===== src/rtl/muldiv_unit.sv =====
// rtl/muldiv_unit.sv - iterative RV32M multiply/divide execute unit
// Shift-add multiply and restoring divide on operand magnitudes, one radix-2 step per cycle.
module muldiv_unit #(
    parameter int XLEN  = 32,
    parameter int CNT_W = 6
) (
    input  logic            clk,
    input  logic            rst,
    input  logic            start,
    input  logic [2:0]      op,
    input  logic [XLEN-1:0] rs1_data,
    input  logic [XLEN-1:0] rs2_data,
    input  logic [4:0]      rd_in,
    output logic            busy,
    output logic            done,
    output logic [XLEN-1:0] result,
    output logic [4:0]      rd_out
);
    typedef enum logic [1:0] {S_IDLE, S_CALC, S_DONE} state_t;

    state_t            r_state, w_next;
    logic [CNT_W-1:0]  r_cnt;
    logic [2:0]        r_op;
    logic [4:0]        r_rd;
    logic [4:0]        r_rd_out;
    logic              r_neg_a, r_neg_b;
    logic [XLEN-1:0]   r_b;
    logic [2*XLEN-1:0] r_acc;
    logic [XLEN-1:0]   r_result;

    logic              w_a_signed, w_b_signed, w_a_neg, w_b_neg;
    logic [XLEN-1:0]   w_a_mag, w_b_mag;
    logic              w_div_zero, w_div_ovf, w_special;
    logic [XLEN-1:0]   w_special_res;
    logic              w_last;
    logic [XLEN:0]     w_mul_sum, w_trial, w_diff;
    logic [2*XLEN-1:0] w_mul_next, w_div_next, w_acc_next, w_prod;
    logic [XLEN-1:0]   w_quo, w_rem, w_final;

    // Signedness decoded from funct3: MUL/MULH/DIV/REM signed both, MULHSU signed rs1 only.
    assign w_a_signed = (!op[2] && (op != 3'd3)) || (op[2] && !op[0]);
    assign w_b_signed = (!op[2] && !op[1]) || (op[2] && !op[0]);
    assign w_a_neg    = w_a_signed && rs1_data[XLEN-1];
    assign w_b_neg    = w_b_signed && rs2_data[XLEN-1];
    assign w_a_mag    = w_a_neg ? (~rs1_data + 1'b1) : rs1_data;
    assign w_b_mag    = w_b_neg ? (~rs2_data + 1'b1) : rs2_data;

    assign w_div_zero    = op[2] && (rs2_data == '0);
    assign w_div_ovf     = op[2] && !op[0] && (rs1_data == {1'b1, {(XLEN-1){1'b0}}})
                           && (rs2_data == '1);
    assign w_special     = w_div_zero || w_div_ovf;
    assign w_special_res = w_div_zero ? (op[1] ? rs1_data : '1)
                                      : (op[1] ? '0 : {1'b1, {(XLEN-1){1'b0}}});

    assign w_last = (r_cnt == CNT_W'(XLEN-1));

    // Multiply: accumulator high half gathers partial sums, low half shifts the multiplier out.
    assign w_mul_sum  = {1'b0, r_acc[2*XLEN-1:XLEN]} + (r_acc[0] ? {1'b0, r_b} : '0);
    assign w_mul_next = {w_mul_sum, r_acc[XLEN-1:1]};

    // Divide: high half is the partial remainder, low half shifts dividend out and quotient in.
    assign w_trial    = r_acc[2*XLEN-1:XLEN-1];
    assign w_diff     = w_trial - {1'b0, r_b};
    assign w_div_next = w_diff[XLEN] ? {w_trial[XLEN-1:0], r_acc[XLEN-2:0], 1'b0}
                                     : {w_diff[XLEN-1:0], r_acc[XLEN-2:0], 1'b1};
    assign w_acc_next = r_op[2] ? w_div_next : w_mul_next;

    assign w_prod = (r_neg_a ^ r_neg_b) ? (~w_acc_next + 1'b1) : w_acc_next;
    assign w_quo  = (r_neg_a ^ r_neg_b) ? (~w_acc_next[XLEN-1:0] + 1'b1) : w_acc_next[XLEN-1:0];
    assign w_rem  = r_neg_a ? (~w_acc_next[2*XLEN-1:XLEN] + 1'b1) : w_acc_next[2*XLEN-1:XLEN];

    always_comb begin
        w_final = '0;
        case (r_op)
            3'd0:                w_final = w_prod[XLEN-1:0];
            3'd1, 3'd2, 3'd3:    w_final = w_prod[2*XLEN-1:XLEN];
            3'd4, 3'd5:          w_final = w_quo;
            default:             w_final = w_rem;
        endcase
    end

    always_ff @(posedge clk) begin
        if (rst) r_state <= S_IDLE;
        else     r_state <= w_next;
    end

    always_comb begin
        w_next = r_state;
        case (r_state)
            S_IDLE:  if (start) w_next = w_special ? S_DONE : S_CALC;
            S_CALC:  if (w_last) w_next = S_DONE;
            S_DONE:  w_next = S_IDLE;
            default: w_next = S_IDLE;
        endcase
    end

    always_comb begin
        busy = (r_state != S_IDLE);
        done = (r_state == S_DONE);
    end

    always_ff @(posedge clk) begin
        if (rst) begin
            r_cnt    <= '0;
            r_op     <= '0;
            r_rd     <= '0;
            r_rd_out <= '0;
            r_neg_a  <= 1'b0;
            r_neg_b  <= 1'b0;
            r_b      <= '0;
            r_acc    <= '0;
            r_result <= '0;
        end else begin
            case (r_state)
                S_IDLE: if (start) begin
                    r_op    <= op;
                    r_rd    <= rd_in;
                    r_neg_a <= w_a_neg;
                    r_neg_b <= w_b_neg;
                    r_cnt   <= '0;
                    if (w_special) begin
                        r_result <= w_special_res;
                        r_rd_out <= rd_in;
                    end else if (op[2]) begin
                        r_acc <= {{XLEN{1'b0}}, w_a_mag};
                        r_b   <= w_b_mag;
                    end else begin
                        r_acc <= {{XLEN{1'b0}}, w_b_mag};
                        r_b   <= w_a_mag;
                    end
                end
                S_CALC: begin
                    r_acc <= w_acc_next;
                    r_cnt <= r_cnt + 1'b1;
                    if (w_last) begin
                        r_result <= w_final;
                        r_rd_out <= r_rd;
                    end
                end
                default: ;
            endcase
        end
    end

    assign result = r_result;
    assign rd_out = r_rd_out;
endmodule


===== config.mk =====
export PLATFORM = sky130hd
export DESIGN_NAME = muldiv_unit
export DESIGN_NICKNAME = d
export VERILOG_FILES = /design/src/rtl/muldiv_unit.sv
export SDC_FILE = /design/constraint.sdc
export NUM_CORES = 1
export LEC_CHECK = 0
export ABC_AREA = 0
export BUFFER_PORTS_ARGS = -buffer_cell sky130_fd_sc_hd__buf_4
export CAP_MARGIN = 15
export CORE_MARGIN = 3
export CORE_UTILIZATION = 45
export DETAILED_ROUTE_END_ITERATION = 6
export PLACE_DENSITY_LB_ADDON = 0.25
export SYNTH_ARGS = -nofsm -noshare
export SYNTH_HDL_FRONTEND = slang
export SYNTH_SLANG_ARGS = --single-unit

===== constraint.sdc =====
create_clock -name clk -period 5.3 [get_ports clk]
set_clock_uncertainty 0.05 [all_clocks]
set_input_delay 1.06 -clock clk [delete_from_list [all_inputs] [get_ports clk]]
set_output_delay 1.06 -clock clk [all_outputs]
set_load 0.005 [all_outputs]

* After elaboration in Yosys (flattened, before gate mapping) *
Index checks and enable logic that the tools add are counted.

cells by class
  $add $sub $neg = 8
  equality and inequality tests = 15
  multiply operators = 0
  reduce and logical (&&, ||, !) cells = 27
  shift-type cells = 0
  magnitude comparators = 0
  bitwise gates (word level) = 7
  mux-type cells = 31
  divide/modulo/power cells = 0

operators by type and width
  kind                                                             count
  32-bit 2-to-1 mux                                                13
  64-bit 2-to-1 mux                                                5
  32-bit by 1-bit adder with 32-bit output, second input constant  4
  32-bit inverter                                                  4
  64-bit one-hot mux with 2 select lines                           1
  32-bit one-hot mux with 3 select lines                           1
  64-bit by 1-bit adder with 64-bit output, second input constant  1
  32-bit == test, second input constant                            2
  64-bit inverter                                                  1
  32-bit one-hot mux with 2 select lines                           1
  32-bit by 32-bit adder with 33-bit output                        1
  33-bit by 32-bit subtractor with 33-bit output                   1
  32-bit logical NOT                                               1
  5-bit 2-to-1 mux                                                 3
  6-bit one-hot mux with 2 select lines                            1
  5-bit one-hot mux with 2 select lines                            1
  1-bit logical AND                                                8
  2-bit inequality test, second input constant                     4
  6-bit by 1-bit adder with 6-bit output, second input constant    1
  3-bit by 2-bit == test with 1-bit output, second input constant  2
  3-bit == test, second input constant                             2
  6-bit by 5-bit == test with 1-bit output, second input constant  1
  2-bit 2-to-1 mux                                                 3
  6-bit 2-to-1 mux                                                 1
  17 further kinds                                                 25

storage, ports and cells
  flip-flop bits (word level) = 151
  output and inout bits = 39
  bits in read-only memories = 0
  logic and storage cells = 98
  RAM bits = 0
  latch bits = 0
  memories = 0

* Logic depth before layout (Yosys ltp) *
  word-level depth = 9
  gate-level depth with buffers = 27
  depth with buffers taken out = 24

* Worst setup path before layout *
OpenSTA, ideal clock, no wires.

  path type = register to register
  start = reg r_acc[31]
  end = reg r_result[20] (netlist: result[20])
  clock period less this slack = 5.095 ns
  arrival time = 4.954 ns
  slack = 0.205 ns
  buffers on the path = 2
  stages on the path, launching flop included = 25
  cells stage by stage = dfxtp_1 inv_1 ha_1 inv_1 fa_1 a211oi_1 o211ai_1 a41o_1 o211a_1 o211a_4 buf_6 buf_6 a21o_1 inv_1 ha_1 o211ai_1 or2_2 nor2_1 and4_1 nor2b_1 nand2_1 o311ai_1 o211ai_1 a211o_1 a311oi_1

between the ends
  longest elaborated chain between the ends = 9
  elaborated cells on any way between the ends = 15

ends and longest elaborated chain
  item                                                                    RTL line  source
  from (decl)                                                             28        logic [2*XLEN-1:0] r_acc;
  from (signal assigned)                                                  125       r_acc <= {{XLEN{1'b0}}, w_a_mag};
  from (signal assigned)                                                  128       r_acc <= {{XLEN{1'b0}}, w_b_mag};
  from (signal assigned)                                                  133       r_acc <= w_acc_next;
  33-bit by 32-bit subtractor with 33-bit output                          63        assign w_diff = w_trial - {1'b0, r_b};
  64-bit 2-to-1 mux                                                       64        assign w_div_next = w_diff[XLEN] ? {w_trial[XLEN-1:0], r_acc[XLEN-2:0], 1'b0}
  64-bit 2-to-1 mux (*)                                                   66        assign w_acc_next = r_op[2] ? w_div_next : w_mul_next;
  64-bit inverter, or another cell as far along                           68        assign w_prod = (r_neg_a ^ r_neg_b) ? (~w_acc_next + 1'b1) : w_acc_next;
  64-bit by 1-bit adder with 64-bit output, or another cell as far along  68
  64-bit 2-to-1 mux, or another cell as far along                         68
  32-bit one-hot mux with 3 select lines (*)                              74        case (r_op)
  32-bit 2-to-1 mux (*)                                                   135       if (w_last) begin
  32-bit one-hot mux with 2 select lines (*)                              114       case (r_state)
  to (signal assigned)                                                    122       r_result <= w_special_res;
  to (signal assigned)                                                    136       r_result <= w_final;
  to (decl)                                                               29        logic [XLEN-1:0] r_result;

Every way passes the cells marked *; elsewhere a longest branch is shown, timed or not. The select of a mux whose other input is x is not followed.
A chain may end at the register's enable or synchronous reset.

* Worst setup path after layout *
  start = reg r_acc[31]
  end = reg r_result[29] (netlist: result[29])

The elaborated chain is that of the path after synthesis.

==> summary.txt <==
Synth
  – Seq cells post-synth: 151
  – Asr flop ratio synth: 0%
  – Post-synth EDFFs: 0
  – Mapped Avg Cell Area: 6.98 µm²
  – Top cells by area, synth: dfxtp_1 (18%), nor2_1 (6.4%), a21oi_1 (6.3%)
  – Synthesis Warnings: 0
  – Seq/Total Area, Yosys: 18.4%
  – Post-synth top cells: nor2_1 (280), nand2_1 (261), a21oi_1 (208)
  – Synth top area share: 18.4%
  – Synthesized area: 0.0164 mm²
  – Main synth FF type: dfxtp_1
  – Synth cell types: 98
  – Total nets after synthesis: 2500
  – Mapped Cells: 2353
  – Top-count cell post-synth: nor2_1
  – Yosys top cell by area: dfxtp_1

Timing
  – Worst-Margin Slew: 983 ps
  – Setup Viol. Count Final: 0
  – Max-slew violations: 0
  – Relative slew slack: 34.4%
  – Worst Slack Setup Final: 224 ps
  – F_max: 197 MHz
  – Period utilisation layout: 95.8%
  – Final hold violations: 0
  – Final min period: 5080 ps

Die
  – Die height: 197 µm
  – Core Area: 0.0357 mm²
  – Number of I/O pins: 114
  – Initial Utilization: 46.0%
  – Die width: 197 µm
  – Die area: 0.0388 mm²
  – Core Rows: 69

Critical path
  – Crit path cell chain: inv_1 > ha_1 > inv_1 > fa_2 > a211oi_2 > o211ai_1 > a41o_1 > buf_4 > o21ai_2 > o211ai_2 > buf_12 > a221oi_1 > o22a_1 > nand3_1 > nor4b_2 > buf_4 > nand2_1 > o31ai_1 > xnor2_1 > o211a_1
  – Setup CP Type: register to register
  – CP arrival: 5380 ps
  – Crit-path max FO: 38
  – Delay-heaviest family, CP: compound AO/OA/AOI/OAI gates
  – CP Launch Type: register
  – Max stage delay cell, worst path: a221oi_1
  – Critical Path RT: 5610 ps
  – Buf/Inv on CP: 5
  – Critical path capture point type: register
  – Worst path max stage delay: 440 ps
  – Cell count along the critical path: 20
  – R2r worst-path depth: 20

GRT
  – Largest net degree at the start of global routing: 74
  – Vias in the first global route: 17.6k
  – M1 GR Usage: 49.7%
  – Met3 capacity usage during global routing: 7.15%
  – Grt met2 use: 58.3%
  – Most Crowded Layer GR: met2
  – Initial antenna violation count: 0
  – GRT overflow: 0
  – First-pass GRT wire length: 110000 µm
  – GRT Total Usage: 37.2%

Power
  – Clock power share: 28.7%
  – Sw Ratio: 42.8%
  – Sequential power share: 27.9%
  – Net Sw Power: 1940 µW
  – Pint: 2580 µW
  – VDD IR max: 276 µV
  – Total power per unit cell area: 235 mW/mm²
  – Leak pwr: 0.00783 µW
  – Logic pwr share: 43.4%

Clock network
  – Hold_buf cts: 0
  – Clk sinks: 151
  – CTS H-tree depth: 4
  – Clk slew on worst S/H paths: 80 ps
  – Root Driver: clkbuf_16
  – Max clock buf depth: 2
  – Clock latency on the worst-skew pair: 460 ps
  – CTS tree: yes
  – CTS buffer count: 17

Placed design
  – Routability cong.: 1.01
  – Final HPWL from detailed placement: 59600 µm
  – Post-placement cell count: 2934
  – Port Buffers: 113
  – Pre-CTS setup slack: -52.5 ps

Layout
  – Non-Filler Instances: 2967
  – Ant diodes: 0
  – Fillers: 3585
  – Area of the multi-input gates: 0.0127 mm²
  – Area Growth Syn to Fin: 17.1%
  – Layout cells sized above 1: 15.8%
  – Layout Nets: 2640
  – FF+latch area: 0.00303 mm²

Drt
  – Drt total wl: 74300 µm
  – Average wire per standard cell: 25.0 µm
  – Via count: 19.3k
  – First DRT Iteration DRCs: 2405
  – DRT Pass-1 Iters: 6
  – Post-DRT Antenna Nets: 0
  – Via density: 6.49
  – Remaining DRCs: 0

Min path
  – Hold Path Stages: 2
  – Class of the worst hold path: register to register

Outcome
  – Status: completed

Run
  – Max_cap viols: 0
## stage by stage
stage	cell area (µm²)	utilization [%]	hold WS [ps]	setup TNS (ps)	total power (µW)
3_5_place_dp	18500	51.8	398	-52.5	3160
2_1_floorplan	16400	-	387	0	2440
3_3_place_gp	18500	51.8	393	0	3150
4_1_cts	19100	53.5	408	0	4440
5_1_grt	19200	53.8	429	-39.0	4710
6_report	19200	53.8	405	0	4520
## flip-flops by register name, indices dropped and copies added (netlist names)
name,count
r_b,32
r_neg_b,1
r_op,3
result,32
r_state,2
r_acc,64
r_cnt,6
r_rd,5
rd_out,5
r_neg_a,1
## cells in the final DEF, fill, tap and decap left out, types with 11 or more instances in the layout
master	synthesis	final
o21ai_0	144	144
nor2_1	280	276
ha_1	70	68
a311oi_1	17	17
a21oi_1	208	206
o211ai_1	78	78
xnor2_1	111	111
o31ai_1	22	21
or2_2	13	14
a221oi_1	19	19
dfxtp_1	151	149
nor4_1	14	13
a31oi_1	30	30
or3_1	33	33
inv_1	68	68
a21o_1	36	36
nor2b_1	13	11
nand2b_1	22	21
mux2i_1	54	54
mux2_2	12	12
nor3_1	74	73
nand3_1	33	33
xor2_1	61	61
nand4_1	25	25
clkbuf_16	0	17
a22oi_1	33	33
nand2_1	261	260
a211oi_1	43	42
and3_1	24	24
and2_1	56	55
o221ai_1	13	13
buf_4	2	270
## worst register-to-register path, stage by stage, from the launching register on
cell and delay (ps):
dfxtp_1 310, inv_1 80, ha_1 160, inv_1 60, fa_2 370, a211oi_2 270, o211ai_1 200, a41o_1 270
buf_4 170, o21ai_2 220, o211ai_2 170, buf_12 210, a221oi_1 440, o22a_1 280, nand3_1 320, nor4b_2 390
buf_4 200, nand2_1 70, o31ai_1 390, xnor2_1 120, o211a_1 220
## power groups by stage
| stage | Combinational [µW] | Clock (µW) | Sequential [µW] |
|---|---|---|---|
| 2_1_floorplan | 1190 | 0 | 1250 |
| 5_1_grt | 2090 | 1350 | 1260 |
| 6_report | 1960 | 1300 | 1260 |
| 3_3_place_gp | 1870 | 0 | 1280 |
| 4_1_cts | 1890 | 1300 | 1250 |
| 3_5_place_dp | 1880 | 0 | 1280 |
## final timing paths
path | start | to | slack [ps]
min reg2reg | r_rd[3] | r_rd[3] | 410
max | r_acc[31] | result[29] | 220
min | r_rd[3] | r_rd[3] | 410
max reg2reg | r_acc[31] | result[29] | 220
## cell type report
| type | count | area share (%) |
|---|---|---|
| Sequential cell | 151 | 15.7 |
| Timing Repair Buffer | 274 | 11.0 |
| Inverter | 70 | 1.37 |
| Clock buffer | 17 | 2.21 |
| Multi-Input combinational cell | 1979 | 65.8 |
| Clock inverter | 15 | 0.943 |
| Tap cell | 461 | 3.00 |
## cells by family (layout without fill, tap and decap cells)
logic type | Yosys count | after routing | synth area share [%]
compound gates | 768 | 768 | 31.2
xor+xnor | 172 | 172 | 9.17
fa+ha+maj | 72 | 72 | 5.58
buf+inv | 223 | 376 | 5.38
flops | 151 | 151 | 18.4
mux | 67 | 67 | 4.20
simple gates | 900 | 900 | 26.1
## what timing repair did
item | 4_1_cts | 5_1_grt
buffers inserted | 0 | 1
resized for setup | 1 | 23
pin swaps | 0 | 7
setup endpoints to repair | 3 | 24
## routing by layer
| metal | up-vias | share of wire [%] |
|---|---|---|
| li1 | 8902 | - |
| met1 | 9194 | 42 |
| met2 | 986 | 44 |
| met3 | 177 | 8.7 |
| met4 | 0 | 5.2 |
| met5 | - | 0 |
(Power assumes the default switching activity.)
